==> src/rtl/term_pkg.sv <==
// term_pkg: shared definitions for the terminal text engine.
//   - term_state_t : engine FSM states
//   - CH_*         : control codes the engine understands
//   - CH_PRINT_*   : inclusive bounds of the printable character range
//   - is_printable : range test on a zero-extended character code
package term_pkg;

  typedef enum logic [2:0] {
    IDLE,
    CLEAR,
    SCROLL,
    SCROLL_DRAIN,
    LINE_CLEAR
  } term_state_t;

  localparam logic [7:0] CH_BS  = 8'h08;
  localparam logic [7:0] CH_TAB = 8'h09;
  localparam logic [7:0] CH_LF  = 8'h0A;
  localparam logic [7:0] CH_FF  = 8'h0C;
  localparam logic [7:0] CH_CR  = 8'h0D;

  localparam logic [7:0] CH_PRINT_MIN = 8'h20;
  localparam logic [7:0] CH_PRINT_MAX = 8'h7E;

  // Codes wider than 8 bits are compared in full, so anything above 0xFF is
  // never treated as printable.
  function automatic logic is_printable(input logic [31:0] code);
    return (code >= 32'(CH_PRINT_MIN)) && (code <= 32'(CH_PRINT_MAX));
  endfunction

endpackage

==> src/rtl/terminal_writer_copier.sv <==
// grid_row_copier: moves every grid row up by one row during a scroll.
// For a = 0 .. W*(H-1)-1 it reads cell a+W and, once the read data returns
// READ_LATENCY cycles later, writes it to cell a. One read per cycle.
// Ports:
//   clk, rst_n          clock, asynchronous active-low reset
//   start               one-cycle pulse that begins a copy
//   rd_addr / rd_data   grid read port (data READ_LATENCY cycles after addr)
//   issuing             high while reads are still being issued
//   wr_en/wr_addr/wr_data  registered grid write port
//   idle                no reads pending, pipeline empty, no write in flight
module grid_row_copier #(
  parameter int SCREEN_WIDTH  = 76,
  parameter int SCREEN_HEIGHT = 44,
  parameter int DATA_WIDTH    = 8,
  parameter int READ_LATENCY  = 2,
  parameter int ADDR_W        = 12
) (
  input  logic                  clk,
  input  logic                  rst_n,
  input  logic                  start,
  input  logic [DATA_WIDTH-1:0] rd_data,
  output logic [ADDR_W-1:0]     rd_addr,
  output logic                  issuing,
  output logic                  wr_en,
  output logic [ADDR_W-1:0]     wr_addr,
  output logic [DATA_WIDTH-1:0] wr_data,
  output logic                  idle
);

  localparam logic [ADDR_W-1:0] W_A       = ADDR_W'(SCREEN_WIDTH);
  localparam logic [ADDR_W-1:0] COPY_LAST = ADDR_W'(SCREEN_WIDTH * (SCREEN_HEIGHT - 1) - 1);

  logic                    issuing_q;
  logic [ADDR_W-1:0]       dst_q;
  logic [ADDR_W-1:0]       rd_addr_q;
  logic [READ_LATENCY-1:0] pipe_vld_q;
  logic [ADDR_W-1:0]       pipe_addr_q [READ_LATENCY];
  logic                    wr_en_q;
  logic [ADDR_W-1:0]       wr_addr_q;
  logic [DATA_WIDTH-1:0]   wr_data_q;

  // Read issue side: the destination counter and the read address advance
  // together, the read address always one row ahead of the destination.
  always_ff @(posedge clk or negedge rst_n) begin
    if (!rst_n) begin
      issuing_q <= 1'b0;
      dst_q     <= '0;
      rd_addr_q <= '0;
    end else if (start) begin
      issuing_q <= 1'b1;
      dst_q     <= '0;
      rd_addr_q <= W_A;
    end else if (issuing_q) begin
      if (dst_q == COPY_LAST) begin
        issuing_q <= 1'b0;
      end else begin
        dst_q     <= dst_q + 1'b1;
        rd_addr_q <= rd_addr_q + 1'b1;
      end
    end
  end

  // Delay line carrying the destination address alongside the outstanding
  // read, so the write lines up with the data when it returns.
  always_ff @(posedge clk or negedge rst_n) begin
    if (!rst_n) begin
      pipe_vld_q <= '0;
      for (int i = 0; i < READ_LATENCY; i++) pipe_addr_q[i] <= '0;
    end else begin
      pipe_vld_q[0]  <= issuing_q;
      pipe_addr_q[0] <= dst_q;
      for (int i = 1; i < READ_LATENCY; i++) begin
        pipe_vld_q[i]  <= pipe_vld_q[i-1];
        pipe_addr_q[i] <= pipe_addr_q[i-1];
      end
    end
  end

  // Write side: capture returning read data together with its destination.
  always_ff @(posedge clk or negedge rst_n) begin
    if (!rst_n) begin
      wr_en_q   <= 1'b0;
      wr_addr_q <= '0;
      wr_data_q <= '0;
    end else begin
      wr_en_q <= pipe_vld_q[READ_LATENCY-1];
      if (pipe_vld_q[READ_LATENCY-1]) begin
        wr_addr_q <= pipe_addr_q[READ_LATENCY-1];
        wr_data_q <= rd_data;
      end
    end
  end

  assign rd_addr = rd_addr_q;
  assign issuing = issuing_q;
  assign wr_en   = wr_en_q;
  assign wr_addr = wr_addr_q;
  assign wr_data = wr_data_q;
  assign idle    = !issuing_q && (pipe_vld_q == '0) && !wr_en_q;

endmodule

==> src/rtl/terminal_writer.sv <==
// terminal_writer: terminal text engine driving the character-grid RAM.
// Accepts a valid/ready character stream, tracks the cursor, handles
// backspace / newline / carriage return / form feed, clears the screen and
// either scrolls (WRAP_MODE=0) or wraps and clears row 0 (WRAP_MODE=1) when
// a newline leaves the bottom row.
// Optional feature macro: TERMINAL_TAB_EN (0x09 advances to the next tab stop
// every 4 columns; without it 0x09 is ignored).
// Ports:
//   clk_in, rst_in               clock, asynchronous active-low reset
//   char_in/char_valid_in/char_ready_out  character stream
//   clear_in                     pulse: clear screen and home cursor
//   tg_write_en_out/tg_addr_out/tg_data_out  registered grid write port
//   tg_rd_addr_out/tg_rd_data_in grid read port, used by scrolling only
//   cursor_x_out/cursor_y_out    cursor column/row
//   busy_out                     engine is not in IDLE
module terminal_writer #(
  parameter int SCREEN_WIDTH  = 76,
  parameter int SCREEN_HEIGHT = 44,
  parameter int DATA_WIDTH    = 8,
  parameter int READ_LATENCY  = 2,
  parameter int WRAP_MODE     = 0
) (
  input  logic                                         clk_in,
  input  logic                                         rst_in,
  input  logic [DATA_WIDTH-1:0]                        char_in,
  input  logic                                         char_valid_in,
  output logic                                         char_ready_out,
  input  logic                                         clear_in,
  output logic                                         tg_write_en_out,
  output logic [$clog2(SCREEN_WIDTH*SCREEN_HEIGHT)-1:0] tg_addr_out,
  output logic [DATA_WIDTH-1:0]                        tg_data_out,
  output logic [$clog2(SCREEN_WIDTH*SCREEN_HEIGHT)-1:0] tg_rd_addr_out,
  input  logic [DATA_WIDTH-1:0]                        tg_rd_data_in,
  output logic [$clog2(SCREEN_WIDTH)-1:0]              cursor_x_out,
  output logic [$clog2(SCREEN_HEIGHT)-1:0]             cursor_y_out,
  output logic                                         busy_out
);

  import term_pkg::*;

  localparam int ADDR_W = $clog2(SCREEN_WIDTH * SCREEN_HEIGHT);
  localparam int XW     = $clog2(SCREEN_WIDTH);
  localparam int YW     = $clog2(SCREEN_HEIGHT);

  localparam logic [ADDR_W-1:0] W_A           = ADDR_W'(SCREEN_WIDTH);
  localparam logic [ADDR_W-1:0] CELLS_LAST    = ADDR_W'(SCREEN_WIDTH * SCREEN_HEIGHT - 1);
  localparam logic [ADDR_W-1:0] LINE_LAST     = ADDR_W'(SCREEN_WIDTH - 1);
  localparam logic [ADDR_W-1:0] LAST_ROW_BASE = ADDR_W'(SCREEN_WIDTH * (SCREEN_HEIGHT - 1));
  localparam logic [XW-1:0]     X_LAST        = XW'(SCREEN_WIDTH - 1);
  localparam logic [YW-1:0]     Y_LAST        = YW'(SCREEN_HEIGHT - 1);

  term_state_t state_q, state_d;

  logic [XW-1:0]         x_q, x_d;
  logic [YW-1:0]         y_q, y_d;
  logic                  wr_en_q, wr_en_d;
  logic [ADDR_W-1:0]     wr_addr_q, wr_addr_d;
  logic [DATA_WIDTH-1:0] wr_data_q, wr_data_d;
  logic [ADDR_W-1:0]     cnt_q, cnt_d;
  logic [ADDR_W-1:0]     base_q, base_d;
  logic [ADDR_W-1:0]     cur_addr;
  logic                  do_newline;
  logic                  copy_start;

  logic                  cp_issuing;
  logic                  cp_idle;
  logic                  cp_wr_en;
  logic [ADDR_W-1:0]     cp_wr_addr;
  logic [DATA_WIDTH-1:0] cp_wr_data;

  assign cur_addr = ADDR_W'(y_q) * W_A + ADDR_W'(x_q);

`ifdef TERMINAL_TAB_EN
  // Next tab stop strictly to the right of the cursor, one bit wider so it
  // can be compared against the last column without wrapping.
  logic [XW:0] tab_next;
  assign tab_next = ({1'b0, x_q} | (XW+1)'(3)) + 1'b1;
`endif

  grid_row_copier #(
    .SCREEN_WIDTH  (SCREEN_WIDTH),
    .SCREEN_HEIGHT (SCREEN_HEIGHT),
    .DATA_WIDTH    (DATA_WIDTH),
    .READ_LATENCY  (READ_LATENCY),
    .ADDR_W        (ADDR_W)
  ) u_copier (
    .clk     (clk_in),
    .rst_n   (rst_in),
    .start   (copy_start),
    .rd_data (tg_rd_data_in),
    .rd_addr (tg_rd_addr_out),
    .issuing (cp_issuing),
    .wr_en   (cp_wr_en),
    .wr_addr (cp_wr_addr),
    .wr_data (cp_wr_data),
    .idle    (cp_idle)
  );

  // State register.
  always_ff @(posedge clk_in or negedge rst_in) begin
    if (!rst_in) state_q <= IDLE;
    else         state_q <= state_d;
  end

  // Cursor, write port and sweep counters. The write port is always driven
  // from these registers so every write lands the cycle after its decision.
  always_ff @(posedge clk_in or negedge rst_in) begin
    if (!rst_in) begin
      x_q       <= '0;
      y_q       <= '0;
      wr_en_q   <= 1'b0;
      wr_addr_q <= '0;
      wr_data_q <= '0;
      cnt_q     <= '0;
      base_q    <= '0;
    end else begin
      x_q       <= x_d;
      y_q       <= y_d;
      wr_en_q   <= wr_en_d;
      wr_addr_q <= wr_addr_d;
      wr_data_q <= wr_data_d;
      cnt_q     <= cnt_d;
      base_q    <= base_d;
    end
  end

  // Next-state and datapath decisions. In IDLE a character is only taken
  // when clear_in is low, so a simultaneous clear always wins. Printable
  // characters in the last column, newline and (optionally) tab in the last
  // column share the newline action at the bottom of the block.
  always_comb begin
    state_d    = state_q;
    x_d        = x_q;
    y_d        = y_q;
    wr_en_d    = 1'b0;
    wr_addr_d  = wr_addr_q;
    wr_data_d  = wr_data_q;
    cnt_d      = cnt_q;
    base_d     = base_q;
    copy_start = 1'b0;
    do_newline = 1'b0;

    case (state_q)
      IDLE: begin
        if (clear_in) begin
          state_d = CLEAR;
          cnt_d   = '0;
        end else if (char_valid_in) begin
          if (is_printable(32'(char_in))) begin
            wr_en_d   = 1'b1;
            wr_addr_d = cur_addr;
            wr_data_d = char_in;
            if (x_q == X_LAST) do_newline = 1'b1;
            else               x_d = x_q + 1'b1;
          end else if (char_in == DATA_WIDTH'(CH_BS)) begin
            // Stepping back one cell is always cur_addr-1, including the
            // wrap from column 0 to the end of the previous row.
            if (x_q != '0) begin
              x_d       = x_q - 1'b1;
              wr_en_d   = 1'b1;
              wr_addr_d = cur_addr - 1'b1;
              wr_data_d = '0;
            end else if (y_q != '0) begin
              x_d       = X_LAST;
              y_d       = y_q - 1'b1;
              wr_en_d   = 1'b1;
              wr_addr_d = cur_addr - 1'b1;
              wr_data_d = '0;
            end
          end else if (char_in == DATA_WIDTH'(CH_LF)) begin
            do_newline = 1'b1;
          end else if (char_in == DATA_WIDTH'(CH_CR)) begin
            x_d = '0;
          end else if (char_in == DATA_WIDTH'(CH_FF)) begin
            state_d = CLEAR;
            cnt_d   = '0;
`ifdef TERMINAL_TAB_EN
          end else if (char_in == DATA_WIDTH'(CH_TAB)) begin
            if (x_q == X_LAST)                 do_newline = 1'b1;
            else if (tab_next > {1'b0, X_LAST}) x_d = X_LAST;
            else                               x_d = tab_next[XW-1:0];
`endif
          end
        end

        if (do_newline) begin
          x_d = '0;
          if (y_q != Y_LAST) begin
            y_d = y_q + 1'b1;
          end else if (WRAP_MODE == 0) begin
            state_d    = SCROLL;
            copy_start = 1'b1;
          end else begin
            y_d     = '0;
            state_d = LINE_CLEAR;
            cnt_d   = '0;
            base_d  = '0;
          end
        end
      end

      CLEAR: begin
        wr_en_d   = 1'b1;
        wr_addr_d = cnt_q;
        wr_data_d = '0;
        if (cnt_q == CELLS_LAST) begin
          state_d = IDLE;
          x_d     = '0;
          y_d     = '0;
        end else begin
          cnt_d = cnt_q + 1'b1;
        end
      end

      SCROLL: begin
        if (!cp_issuing) state_d = SCROLL_DRAIN;
      end

      SCROLL_DRAIN: begin
        if (cp_idle) begin
          state_d = LINE_CLEAR;
          cnt_d   = '0;
          base_d  = LAST_ROW_BASE;
        end
      end

      LINE_CLEAR: begin
        wr_en_d   = 1'b1;
        wr_addr_d = base_q + cnt_q;
        wr_data_d = '0;
        if (cnt_q == LINE_LAST) state_d = IDLE;
        else                    cnt_d = cnt_q + 1'b1;
      end

      default: state_d = IDLE;
    endcase
  end

  // Outputs. Ready is also held low while reset is asserted. The engine and
  // the copier never write in the same cycle, so the copier's strobe selects.
  always_comb begin
    char_ready_out  = rst_in && (state_q == IDLE) && !clear_in;
    busy_out        = (state_q != IDLE);
    tg_write_en_out = wr_en_q | cp_wr_en;
    tg_addr_out     = cp_wr_en ? cp_wr_addr : wr_addr_q;
    tg_data_out     = cp_wr_en ? cp_wr_data : wr_data_q;
    cursor_x_out    = x_q;
    cursor_y_out    = y_q;
  end

endmodule

==> config.mk <==
export PLATFORM = sky130hd
export DESIGN_NAME = terminal_writer
export DESIGN_NICKNAME = d
export VERILOG_FILES = /design/src/rtl/term_pkg.sv /design/src/rtl/terminal_writer_copier.sv /design/src/rtl/terminal_writer.sv
export SDC_FILE = /design/constraint.sdc
export NUM_CORES = 1
export LEC_CHECK = 0
export ABC_AREA = 1
export BUFFER_PORTS_ARGS = -buffer_cell sky130_fd_sc_hd__clkbuf_2
export CAP_MARGIN = 20
export CORE_MARGIN = 3
export CORE_UTILIZATION = 45
export CTS_BUF_LIST = sky130_fd_sc_hd__clkbuf_4 sky130_fd_sc_hd__clkbuf_8 sky130_fd_sc_hd__clkbuf_16
export CTS_CLUSTER_SIZE = 40
export DETAILED_ROUTE_END_ITERATION = 8
export GPL_ROUTABILITY_DRIVEN = 0
export GPL_TIMING_DRIVEN = 0
export PLACE_DENSITY = 0.64
export SLEW_MARGIN = 20
export SYNTH_ARGS = -nofsm -noshare
export SYNTH_HDL_FRONTEND = slang
export SYNTH_SLANG_ARGS = --single-unit
export TNS_END_PERCENT = 30
==> constraint.sdc <==
create_clock -name clk_in -period 3.8 [get_ports clk_in]
set_input_delay 0.76 -clock clk_in [delete_from_list [all_inputs] [get_ports clk_in]]
set_output_delay 0.76 -clock clk_in [all_outputs]
set_load 0.01 [all_outputs]
Word level (Yosys, flattened, before mapping) --
Index checks and enable logic that the tools add are counted.
Storage, ports and cells: register bits after elaboration 122, bits of input ports 20
Cells by class: $add $sub $neg 10, $mul 1, magnitude comparators 2, equality and inequality tests 36, mux-type cells 89, bitwise logic cells 1, reduce and logical (&&, ||, !) cells 27
Operator list (number):
- $mux 12 | 23
- $mux 7 | 11
- $mux 8 | 7
- $mux 6 | 9
- $pmux 12 s4 | 1
- $mux 3 | 13
- $add 12x1->12 const B | 3
- $pmux 12 s3 | 1
- $eq 8x4->1 const B | 4
- $ne 3x3->1 const B | 9
- $eq 12x12->1 const B | 2
- $mux 1 | 19
- $ne 2x2->1 const B | 9
- $pmux 8 s2 | 1
- $pmux 3 s5 | 1
- $pmux 7 s2 | 1
- $add 12x12->12 | 1
- $add 12x7->12 | 1
- $eq 12x7->1 const B | 1
- $ne 6x6->1 const B | 2
- $pmux 6 s2 | 1
- $sub 12x1->12 const B | 1
- $mul 6x5->10 const B | 1
- $ne 5x5->1 const B | 2
- other kinds (28) | 42

Logic depth before layout (Yosys ltp) --
Gate-level depths: netlist (run 1).
depth in word-level cells 11, mapped depth 20, depth with buffers taken out 20

By module --
A second synthesis (run 1) with hierarchy kept.
Second synthesis, totals: cell total of the unflattened synthesis 1049, area total of the unflattened synthesis 7905.1 um^2
By module, submodules not included:
- terminal_writer | instances 1, cells each 758, area an instance 4951.0 um^2, seq. area each 1251.2 um^2
- grid_row_copier | instances 1, cells each 291, area an instance 2954.1 um^2, seq. area each 1801.7 um^2

Worst setup path before layout (run 1) --
No wires, ideal clock.
path type reg2reg, from register y_q[2], in the netlist cursor_y_out[2], to register wr_addr_q[10], setup time 0.124 ns, data arrival time 2.951 ns, path slack 0.725 ns, stages on the path, launching flop included 20, path buffers 0, cells stage by stage dfrtp_1 > inv_1 > ha_1 > ha_1 > inv_1 > fa_1 > xnor2_1 > ha_1 > nand2_1 > nor2_1 > nand2_1 > nand3_1 > nand2_1 > nor2_2 > nand2_1 > nand2_1 > nand3_1 > or2_0 > nand2_1 > a21oi_1
On the way: longest elaborated chain between the ends 10, elaborated cells on any way between the ends 13, those cells by class add/sub: 2; mul: 1; eq/ne: 1; mux: 7; reduce/logical: 2
RTL lines:
- start, declared | RTL line terminal_writer.sv:55 | logic [YW-1:0] y_q, y_d;
- start signal, assigned | RTL line terminal_writer.sv:118 | y_q <= y_d;
- $mul 6x5->10 | RTL line terminal_writer.sv:71 | assign cur_addr = ADDR_W'(y_q) * W_A + ADDR_W'(x_q);
- $add 12x7->12 | RTL line terminal_writer.sv:71
- $sub 12x1->12 | RTL line terminal_writer.sv:161, terminal_writer.sv:167
- $mux 12 | RTL line terminal_writer.sv:163 | end else if (y_q != '0) begin
- $mux 12 | RTL line terminal_writer.sv:158 | if (x_q != '0) begin
- $mux 12 | RTL line terminal_writer.sv:155 | end else if (char_in == DATA_WIDTH'(CH_BS)) begin
- $mux 12 | RTL line terminal_writer.sv:149 | if (is_printable(32'(char_in))) begin
- $mux 12 | RTL line terminal_writer.sv:148 | end else if (char_valid_in) begin
- $mux 12 | RTL line terminal_writer.sv:145 | if (clear_in) begin
- $pmux 12 s3 | RTL line terminal_writer.sv:143 | case (state_q)
- end signal, assigned | RTL line terminal_writer.sv:120 | wr_addr_q <= wr_addr_d;
- end, declared | RTL line terminal_writer.sv:57 | logic [ADDR_W-1:0] wr_addr_q, wr_addr_d;
Several ways; a longest one is shown, not always the timed one. The select of a mux whose other input is x is not followed. A chain may end at the register's enable or synchronous reset.

Worst setup path after layout (run 1) --
from register y_q[2], in the netlist cursor_y_out[2], to register wr_addr_q[9]
The elaborated chain is that of the path after synthesis.

==> results of run 1 <==
==> flip-flops by register name, summed over array words and instances, names as in the netlist, 3 cells and up <==
signal / cells
u_copier.wr_addr: 12
state_q: 3
cnt_q: 12
u_copier.pipe_addr_q: 24
cursor_y_out: 6
wr_addr_q: 12
u_copier.rd_addr: 12
u_copier.wr_data: 8
wr_data_q: 8
u_copier.dst_q: 12
cursor_x_out: 7
==> synthesized netlist by cell type (2+ instances only) <==
cell type | n | share of area (%)
nor3_4 | 2 | 0.42
nand4_1 | 10 | 0.81
a22oi_1 | 3 | 0.29
buf_2 | 10 | 0.65
o21ai_2 | 10 | 1.1
nand2_1 | 208 | 10
mux2_2 | 14 | 2.1
nor3_2 | 2 | 0.26
xnor2_1 | 7 | 0.80
a21oi_1 | 38 | 2.5
inv_1 | 122 | 6.0
xor2_1 | 26 | 3.0
o21a_1 | 3 | 0.29
a31oi_1 | 4 | 0.33
fa_1 | 3 | 0.78
o21ai_1 | 17 | 1.1
ha_1 | 36 | 5.9
nor4_1 | 9 | 0.73
nor2_2 | 12 | 0.98
nand3_2 | 3 | 0.39
o22ai_1 | 8 | 0.65
nand4_2 | 2 | 0.33
buf_6 | 3 | 0.44
buf_4 | 2 | 0.20
o211ai_1 | 2 | 0.20
nor3_1 | 23 | 1.5
nor2_4 | 2 | 0.29
dfrtp_1 | 122 | 40
nand3b_1 | 3 | 0.29
nand3_1 | 76 | 4.9
nor2_1 | 79 | 3.9
o21ai_0 | 72 | 4.7
clkbuf_1 | 9 | 0.44
inv_2 | 15 | 0.73
o21bai_1 | 2 | 0.20
o31ai_1 | 11 | 1.1
nand2_2 | 5 | 0.41
==> layer usage <==
| layer | up-vias | part of all wire [%] |
|---|---|---|
| li1 | 3453 | - |
| met1 | 3195 | 49 |
| met2 | 126 | 45 |
| met3 | 26 | 4.7 |
| met4 | 0 | 1.8 |
| met5 | - | 0 |
==> power by group through the flow <==
stage               sequential [mW]  clock (mW)  combinational, mW
floorplan                      1.81           0              0.642
global placement               1.85           0              0.968
detailed placement             1.85           0              0.992
CTS                            1.83        1.89              0.998
global route                   1.88        1.94               1.12
finish                         1.84        1.86              0.984
==> worst max path at each step <==
| stage | from | to | cells after the start |
|---|---|---|---|
| 3_3_place_gp | rst_in | char_ready_out | 4 |
| 2_1_floorplan | cursor_y_out[2] | wr_addr_q[10] | 19 |
| 5_1_grt | cursor_y_out[2] | wr_addr_q[10] | 19 |
| 6_report | cursor_y_out[2] | wr_addr_q[9] | 18 |
| 4_1_cts | cursor_y_out[2] | wr_addr_q[9] | 18 |
| 3_5_place_dp | cursor_y_out[2] | wr_addr_q[9] | 18 |
==> area by class of cell <==
type                    instances  area share, %
plain buffers                  25          1.512
clock buffers                  20          5.173
clock inverters                12          2.413
inverters                     137          5.700
multi-input cells             703          44.19
flip-flops and latches        122          33.84
well taps                     220          3.051
repair buffers                 68          4.119
==> through the flow <==
stage	hold WS, ns	area, µm²	util [%]	setup TNS (ns)	setup slack (ns)
after CTS	0.2778	9021	54.21	0	0.1343
after global placement	0.3328	8300	49.88	-0.6664	-0.5800
after global routing	0.2834	9021	54.21	0	0.01571
after floorplan	0.3312	7690	-	0	0.7252
final	0.2681	9021	54.21	0	0.2903
after detailed placement	0.3347	8337	50.09	0	0.1441
==> cells by family after synthesis <==
kind of cell,after synthesis
and+or+nand+nor,443
muxes,14
AOI/OAI and AO/OA,174
buffers and inverters,162
DFF,122
xor gates and xnor gates,33
adders and majority gates,39
==> worst reg2reg max path: stages, from the launching register on <==
cell	delay, ns
dfrtp_1	0.45
inv_1	0.17
ha_1	0.32
ha_1	0.19
inv_1	0.07
fa_1	0.40
xnor2_1	0.16
ha_1	0.35
nand2_1	0.09
nor2_1	0.09
nand2_1	0.07
nand3_1	0.09
nand2_1	0.08
nand2_1	0.14
nand3_1	0.12
nor2_1	0.14
nor2_1	0.05
o21ai_1	0.29
a21oi_1	0.11
==> results.sh, run 1 <==
export IMPL_crit_family="adder cells"
export IMPL_synth_compound_area_share_pct=12.98
export IMPL_fmax_mhz=284.9
export IMPL_ys_ff_latch=122
export IMPL_initial_utilization_pct=46.21
export IMPL_avgSynthCellArea_um2=7.791
export IMPL_total_power_mw=4.685
export IMPL_rows=47
export IMPL_multi_input_area_um2=3986
export IMPL_synthXorXnorAreaFrac_pct=3.759
export IMPL_skew_ns=0.008150
export IMPL_numPortBuffers=67
export IMPL_finalHoldViolations=0
export IMPL_overflow=0
export IMPL_cts_max_level=4
export IMPL_ir_worst_vdd_uv=342.7
export IMPL_grt_use_total_pct=21.88
export IMPL_final_common_cell="nand2_1"
export IMPL_fillers=1553
export IMPL_synth_top_family_by_area="simple AND/OR/NAND/NOR gates"
export IMPL_root_buffer="clkbuf_16"
export IMPL_wirelength_mm=19.67
export IMPL_syn_nets=1046
export IMPL_synthMuxAreaShare_pct=2.050
export IMPL_drc=0
export IMPL_p_int_mw=3.287
export IMPL_seq_area_frac_synth_pct=39.70
export IMPL_min_period_ns=3.510
export IMPL_cts_buffers=17
export IMPL_setup_violations=0
export IMPL_slew_limit_headroom_pct=43.94
export IMPL_most_common_layout_cells="nand2_1 (208), inv_1 (122), dfrtp_1 (122)"
export IMPL_ctsLongestPathBuffers=2
export IMPL_power_density_nw_per_um2=519.3
export IMPL_grt_pass1_wl_mm=32.29
export IMPL_antenna_found_initial=0
export IMPL_crit_path_frequent_cell="nand2_1"
export IMPL_crit_chain="inv_1 -> ha_1 -> ha_1 -> inv_1 -> fa_1 -> xnor2_1 -> ha_1 -> nand2_1 -> nor2_1 -> nand2_1 -> nand3_1 -> nand2_1 -> nand2_1 -> nand3_1 -> nor2_1 -> nor2_1 -> o21ai_1 -> a21oi_1"
export IMPL_dp_cells=1275
export IMPL_post_drt_wl_per_cell_um=15.05
export IMPL_worstReg2RegStart="cursor_y_out[2]"
export IMPL_ctsHoldBuffers=0
export IMPL_crit_fanout=7
export IMPL_r2r_slack_ns=0.29
export IMPL_fp_dieArea_um2=18690
export IMPL_drive_above_1_share_pct=17.30
export IMPL_cts_tree="built"
export IMPL_synth_area_um2=7690
export IMPL_synth_warning_count=0
export IMPL_die_w_um=136.7
export IMPL_ant_nets=0
export IMPL_path_clk_slew_ns=0.05
export IMPL_final_cells=1307
export IMPL_tightest_slew_ns=0.8332
export IMPL_synthSimpleGateAreaFrac_pct=26.41
export IMPL_fin_nets=1133
export IMPL_status="complete, no violations"
export IMPL_die_h_um=136.7
export IMPL_use_met2_pct=33.02
export IMPL_drt_iter0_markers=489
export IMPL_fin_crit_sh_pct=92.36
export IMPL_num_antenna_cells=0
export IMPL_finalMaxSlewViolations=0
export IMPL_grt_busiest_layer="met2"
export IMPL_area_growth_syn_to_layout_pct=17.31
export IMPL_clock_latency_ns=0.41
export IMPL_rsz0062_at_grt="no"
export IMPL_seqPwrFrac_pct=39.2
export IMPL_first_pass_iters=5
export IMPL_crit_buf_inv=2
export IMPL_ioPinCount=68
export IMPL_grt_start_max_net_pins=84
export IMPL_core_area_um2=16640
export IMPL_use_met1_pct=31.63
export IMPL_syn_inst=987
export IMPL_cts_setup_buffers=0
export IMPL_end_kind="flop"
export IMPL_cap_violations=0
export IMPL_switchingPower_mw=1.398
export IMPL_clkPwrFrac_pct=39.8
export IMPL_p_leak_nw=4.498
export IMPL_avgViaCountPerCell=5.203
export IMPL_num_vias=6800
export IMPL_power_frac_comb_pct=21.0
export IMPL_slowest_delay_ns=0.45
export IMPL_ctsResizeCount=0
export IMPL_worstHoldPathType="input pin to asynchronous set/reset pin"
export IMPL_synth_fa_ha_area_share_pct=6.638
export IMPL_switching_share_pct=29.83
export IMPL_arrival_ns=3.79
export IMPL_critPathKind="flop to flop"
export IMPL_synth_edf_count=0
export IMPL_grt_use_met3_pct=4.779
export IMPL_dp_hpwl_mm=14.98
export IMPL_cts_sinks=122
export IMPL_crit_required_ns=4.08
export IMPL_r2r_end="wr_addr_q[9]"
export IMPL_grt_pass1_vias=6305
export IMPL_startpoint_type="flop"
export IMPL_yosys_most_used_dff="dfrtp_1"
export IMPL_ff_latch_area_um2=3053
export IMPL_synth_cell_type_count=49
export IMPL_ys_async_sr_fraction_pct=100.0
export IMPL_cpMaxStageDelayCell="dfrtp_1"
export IMPL_rr_worst_depth=18
Power figures use the tool's default switching activity.
==> run 2: changes to the inputs <==
Settings changed: BUFFER_PORTS_ARGS -buffer_cell sky130_fd_sc_hd__clkbuf_2 to -buffer_cell sky130_fd_sc_hd__buf_2.
==> run 2 against run 1 <==
Net effect: non-clock buffer count unchanged; clock-buffer cell count decreased by 1; cell count about the same; clock power hardly changed; sequential share of layout area is essentially flat; critical path depth grew 1; via count about the same; setup slack better by 0.058 ns; worst hold slack lost 0.036 ns; design area grew 0.14%; global-route usage is 0.41 points higher; highest routed layer is now met5.
==> results.sh, run 2 (same netlist as run 1, synthesis figures left out) <==
export IMPL_status="complete, no violations"
export IMPL_dp_hpwl_mm=14.93
export IMPL_switching_share_pct=30.41
export IMPL_most_common_layout_cells="nand2_1 (208), inv_1 (122), dfrtp_1 (121)"
export IMPL_dp_slack_ns=0.1784
export IMPL_ctsLongestPathBuffers=2
export IMPL_crit_required_ns=4.09
export IMPL_worstHoldPathType="input pin to asynchronous set/reset pin"
export IMPL_largest_reg_flops=24
export IMPL_clock_latency_ns=0.42
export IMPL_cap_violations=0
export IMPL_power_density_nw_per_um2=522.3
export IMPL_rsz0062_at_grt="no"
export IMPL_cts_tree="built"
export IMPL_initial_utilization_pct=46.21
export IMPL_switchingPower_mw=1.435
export IMPL_ir_worst_vdd_uv=471.0
export IMPL_total_power_mw=4.718
export IMPL_post_drt_wl_per_cell_um=15.23
export IMPL_wirelength_mm=19.92
export IMPL_drive_above_1_share_pct=17.39
export IMPL_arrival_ns=3.75
export IMPL_crit_buf_inv=2
export IMPL_avgViaCountPerCell=5.196
export IMPL_area_growth_syn_to_layout_pct=17.47
export IMPL_crit_path_frequent_cell="nand2_1"
export IMPL_cpMaxStageDelayCell="dfrtp_1"
export IMPL_die_w_um=136.7
export IMPL_p_int_mw=3.284
export IMPL_cts_max_level=4
export IMPL_cts_sinks=122
export IMPL_ctsResizeCount=0
export IMPL_clkPwrFrac_pct=40.1
export IMPL_finalHoldViolations=0
export IMPL_grt_use_total_pct=22.28
export IMPL_die_h_um=136.7
export IMPL_layout_setup_ws_ns=0.3481
export IMPL_finalMaxSlewViolations=0
export IMPL_grt_pass1_vias=6382
export IMPL_rows=47
export IMPL_drc=0
export IMPL_root_buffer="clkbuf_16"
export IMPL_cts_setup_buffers=0
export IMPL_skew_ns=0.009724
export IMPL_fin_nets=1133
export IMPL_ctsHoldBuffers=0
export IMPL_final_common_cell="nand2_1"
export IMPL_final_cells=1308
export IMPL_end_kind="flop"
export IMPL_dp_cells=1275
export IMPL_critPathKind="flop to flop"
export IMPL_crit_chain="ha_1 -> ha_1 -> inv_1 -> fa_1 -> xnor2_1 -> ha_1 -> nand2_1 -> nor2_1 -> nand2_1 -> nand3_1 -> nand2_1 -> nor2_2 -> nand2_1 -> nand2_1 -> inv_1 -> nor2_1 -> nand3_1 -> nand3_1 -> a21oi_1"
export IMPL_ioPinCount=68
export IMPL_antenna_found_initial=2
export IMPL_power_frac_comb_pct=20.9
export IMPL_startpoint_type="flop"
export IMPL_seqPwrFrac_pct=39.0
export IMPL_worstReg2RegStart="cursor_y_out[0]"
export IMPL_grt_pass1_wl_mm=32.66
export IMPL_cp_startpoint="cursor_y_out[0]"
export IMPL_core_area_um2=16640
export IMPL_crit_fanout=8
export IMPL_min_period_ns=3.452
export IMPL_overflow=0
export IMPL_slew_limit_headroom_pct=39.36
export IMPL_slowest_delay_ns=0.54
export IMPL_largest_register="u_copier.pipe_addr_q"
export IMPL_p_leak_nw=4.484
export IMPL_drt_iter0_markers=513
export IMPL_hold_slack_ns=0.2322
export IMPL_first_pass_iters=5
export IMPL_grt_start_max_net_pins=83
export IMPL_cts_buffers=17
export IMPL_tightest_slew_ns=0.9014
export IMPL_crit_family="adder cells"
export IMPL_fp_dieArea_um2=18690
export IMPL_fin_util_pct=54.28
export IMPL_fmax_mhz=289.7
export IMPL_num_vias=6796
export IMPL_ant_nets=0
export IMPL_setup_violations=0
export IMPL_fin_crit_sh_pct=90.84
export IMPL_path_clk_slew_ns=0.06
export IMPL_numPortBuffers=67
-- run 2: cell types whose count changed in the layout (fill, tap and decap cells not counted) --
cell        delta
buf_2         +66
buf_8          +1
clkbuf_2      -66
clkbuf_8       -2
clkinv_2       -3
clkinv_4       +3
clkinvlp_4     -1
dfrtp_1        -1
dfrtp_2        +1
diode_2        +1
inv_6          +2
-- run 2: path summary, 6_finish.rpt --
kind / cells past startpoint / endpoint / slack, ns
max: 19 / wr_addr_q[11] / 0.35
min: 1 / cnt_q[7] / 0.23
max reg2reg: 19 / wr_addr_q[11] / 0.35
min reg2reg: 0 / u_copier.pipe_addr_q[3] / 0.35
max in group asynchronous: 2 / u_copier.wr_data[2] / 2.87
min in group clk_in: 0 / u_copier.pipe_addr_q[3] / 0.35
-- run 2: area by class of cell --
type / instances / area [µm²]
diodes: 1 / 2.502
clock inverters: 13 / 239.0
clock buffers: 19 / 452.9
fillers: 1561 / 7609
inverters: 137 / 514.2
multi-input cells: 703 / 3986
repair buffers: 68 / 372.9
flip-flops and latches: 122 / 3054
well taps: 220 / 275.3
plain buffers: 25 / 136.4
-- run 2: layer usage --
| metal | part of all wire (%) | track usage [%] |
|---|---|---|
| met5 | 0.035 | 0 |
| met4 | 1.7 | 6.439 |
| met3 | 4.4 | 4.301 |
| met2 | 45 | 34.75 |
| met1 | 49 | 31.63 |
-- run 2: power by group through the flow --
| stage | registers [mW] | clock network (mW) | logic (mW) |
|---|---|---|---|
| 2_1_floorplan | 1.81 | 0 | 0.642 |
| 3_3_place_gp | 1.85 | 0 | 0.965 |
| 4_1_cts | 1.84 | 1.91 | 0.996 |
| 6_report | 1.84 | 1.89 | 0.984 |
| 3_5_place_dp | 1.85 | 0 | 0.986 |
| 5_1_grt | 1.88 | 1.97 | 1.13 |
-- run 2: worst reg2reg max path, cell delays in order (launching register included) --
cell and delay [ns]:
dfrtp_1 0.54, ha_1 0.33, ha_1 0.22, inv_1 0.06, fa_1 0.40, xnor2_1 0.16, ha_1 0.35, nand2_1 0.08
nor2_1 0.09, nand2_1 0.07, nand3_1 0.10, nand2_1 0.09, nor2_2 0.12, nand2_1 0.06, nand2_1 0.13, inv_1 0.06
nor2_1 0.15, nand3_1 0.09, nand3_1 0.16, a21oi_1 0.08
-- run 2: through the flow --
stage	area [µm²]	setup TNS, ns
floorplan	7690	0
finish	9034	0
global route	9034	0
detailed placement	8338	0
global placement	8300	-0.2963
CTS	9030	0
==> run 3: changes to the inputs <==
Settings changed: PLACE_DENSITY 0.64 to 0.74.
==> run 3 against run 2 <==
Net effect: total power down 7.6%; clock power down 19%; design area fell by 1.4%; clock skew is 0.0030 ns lower; sequential share of layout area up 0.52 points; critical endpoint is now wr_addr_q[9].
==> results.sh, run 3 (same netlist as run 1, synthesis figures left out) <==
export IMPL_die_h_um=136.7
export IMPL_most_common_layout_cells="nand2_1 (208), inv_1 (122), dfrtp_1 (119)"
export IMPL_crit_chain="inv_1 -> ha_1 -> ha_1 -> inv_1 -> fa_1 -> xnor2_1 -> ha_1 -> nand2_1 -> nor2_1 -> nand2_1 -> nand3_1 -> nand2_1 -> nand2_1 -> nand3_1 -> nor2_1 -> nor2_1 -> o21ai_0 -> a21oi_1"
export IMPL_grt_busiest_layer="met2"
export IMPL_antenna_found_initial=0
export IMPL_grt_use_total_pct=21.85
export IMPL_wirelength_mm=19.59
export IMPL_cts_setup_buffers=0
export IMPL_die_w_um=136.7
export IMPL_setup_violations=0
export IMPL_hold_slack_ns=0.3421
export IMPL_ctsLongestPathBuffers=2
export IMPL_p_leak_nw=4.412
export IMPL_fin_nets=1133
export IMPL_cap_violations=0
export IMPL_arrival_ns=3.74
export IMPL_crit_path_frequent_cell="nand2_1"
export IMPL_first_pass_iters=6
export IMPL_tightest_slew_ns=0.8287
export IMPL_fmax_mhz=289.1
export IMPL_ioPinCount=68
export IMPL_rsz0062_at_grt="no"
export IMPL_r2r_slack_ns=0.34
export IMPL_cts_buffers=17
export IMPL_crit_required_ns=4.09
export IMPL_startpoint_type="flop"
export IMPL_rows=47
export IMPL_overflow=0
export IMPL_crit_fanout=6
export IMPL_use_met2_pct=33.16
export IMPL_skew_ns=0.006756
export IMPL_grt_start_max_net_pins=66
export IMPL_crit_family="adder cells"
export IMPL_drc=0
export IMPL_min_period_ns=3.459
export IMPL_ant_nets=0
export IMPL_cts_max_level=4
export IMPL_dp_cells=1275
export IMPL_grt_use_met3_pct=4.669
export IMPL_ctsResizeCount=0
export IMPL_avgViaCountPerCell=5.323
export IMPL_path_clk_slew_ns=0.06
export IMPL_worstReg2RegStart="cursor_y_out[1]"
export IMPL_drt_iter0_markers=645
export IMPL_area_growth_syn_to_layout_pct=15.80
export IMPL_rr_worst_depth=18
export IMPL_status="complete, no violations"
export IMPL_num_vias=6957
export IMPL_worstHoldPathType="input pin to asynchronous set/reset pin"
export IMPL_finalHoldViolations=0
export IMPL_numPortBuffers=67
export IMPL_final_common_cell="nand2_1"
export IMPL_fp_dieArea_um2=18690
export IMPL_cts_sinks=122
export IMPL_fin_util_pct=53.51
export IMPL_cpMaxStageDelayCell="dfrtp_1"
export IMPL_fin_crit_sh_pct=91.02
export IMPL_grt_pass1_vias=6549
export IMPL_initial_utilization_pct=46.21
export IMPL_core_area_um2=16640
export IMPL_finalMaxSlewViolations=0
export IMPL_root_buffer="clkbuf_16"
export IMPL_critPathKind="flop to flop"
export IMPL_clock_latency_ns=0.42
export IMPL_final_cells=1307
export IMPL_r2r_end="wr_addr_q[9]"
export IMPL_slowest_delay_ns=0.46
export IMPL_cts_tree="built"
export IMPL_num_antenna_cells=0
export IMPL_slew_limit_headroom_pct=44.25
export IMPL_ir_worst_vdd_uv=453.1
export IMPL_grt_pass1_wl_mm=32.26
export IMPL_largest_register="u_copier.pipe_addr_q"
export IMPL_crit_buf_inv=2
export IMPL_end_kind="flop"
export IMPL_use_met1_pct=30.38
export IMPL_dp_hpwl_mm=14.66
export IMPL_largest_reg_flops=24
export IMPL_power_density_nw_per_um2=489.5
export IMPL_ctsHoldBuffers=0
export IMPL_post_drt_wl_per_cell_um=14.99
export IMPL_drive_above_1_share_pct=17.57
-- run 3: how the worst max path moves through the flow --
stage | cells after the start | slack, ns | from | end
floorplan | 19 | 0.73 | cursor_y_out[2] | wr_addr_q[10]
global placement | 4 | -0.25 | rst_in | char_ready_out
detailed placement | 18 | 0.25 | cursor_y_out[2] | wr_addr_q[9]
CTS | 18 | 0.25 | cursor_y_out[2] | wr_addr_q[9]
global route | 19 | 0.007 | cursor_y_out[1] | wr_addr_q[10]
finish | 18 | 0.34 | cursor_y_out[1] | wr_addr_q[9]
-- run 3: report_power, final --
group / total, mW / internal, mW / switching (mW) / leakage [nW]
sequential: 1.83 / 1.62 / 0.214 / 1.33
combinational: 0.995 / 0.393 / 0.602 / 2.82
clock: 1.53 / 0.925 / 0.607 / 0.262
-- run 3: per-layer routing --
metal | vias to the layer above | part of all wire [%]
li1 | 3431 | -
met1 | 3248 | 45
met2 | 236 | 45
met3 | 42 | 6.1
met4 | 0 | 3.2
met5 | - | 0
-- run 3: worst register-to-register path, cell delays in order (launching register included) --
cell,delay [ns]
dfrtp_1,0.46
inv_1,0.13
ha_1,0.31
ha_1,0.19
inv_1,0.07
fa_1,0.40
xnor2_1,0.16
ha_1,0.34
nand2_1,0.08
nor2_1,0.09
nand2_1,0.08
nand3_1,0.09
nand2_1,0.08
nand2_1,0.14
nand3_1,0.11
nor2_1,0.13
nor2_1,0.06
o21ai_0,0.30
a21oi_1,0.11
-- run 3: stage by stage --
step / setup TNS (ns) / cell area [µm²] / worst slack [ns] / total power, mW
floorplan: 0 / 7690 / 0.7252 / 2.451
global placement: -0.2525 / 8300 / -0.2525 / 2.791
detailed placement: 0 / 8334 / 0.2507 / 2.835
CTS: 0 / 8901 / 0.2479 / 4.385
global route: 0 / 8905 / 0.006596 / 4.609
finish: 0 / 8905 / 0.3414 / 4.359
-- run 3: layout make-up --
cell class,instances,area (µm²)
plain buffers,25,136.4
clock buffers,19,446.7
clock inverters,13,120.1
fillers,1531,7737
inverters,137,514.2
multi-input cells,703,3986
flip-flops and latches,122,3057
well taps,220,275.3
repair buffers,68,369.1
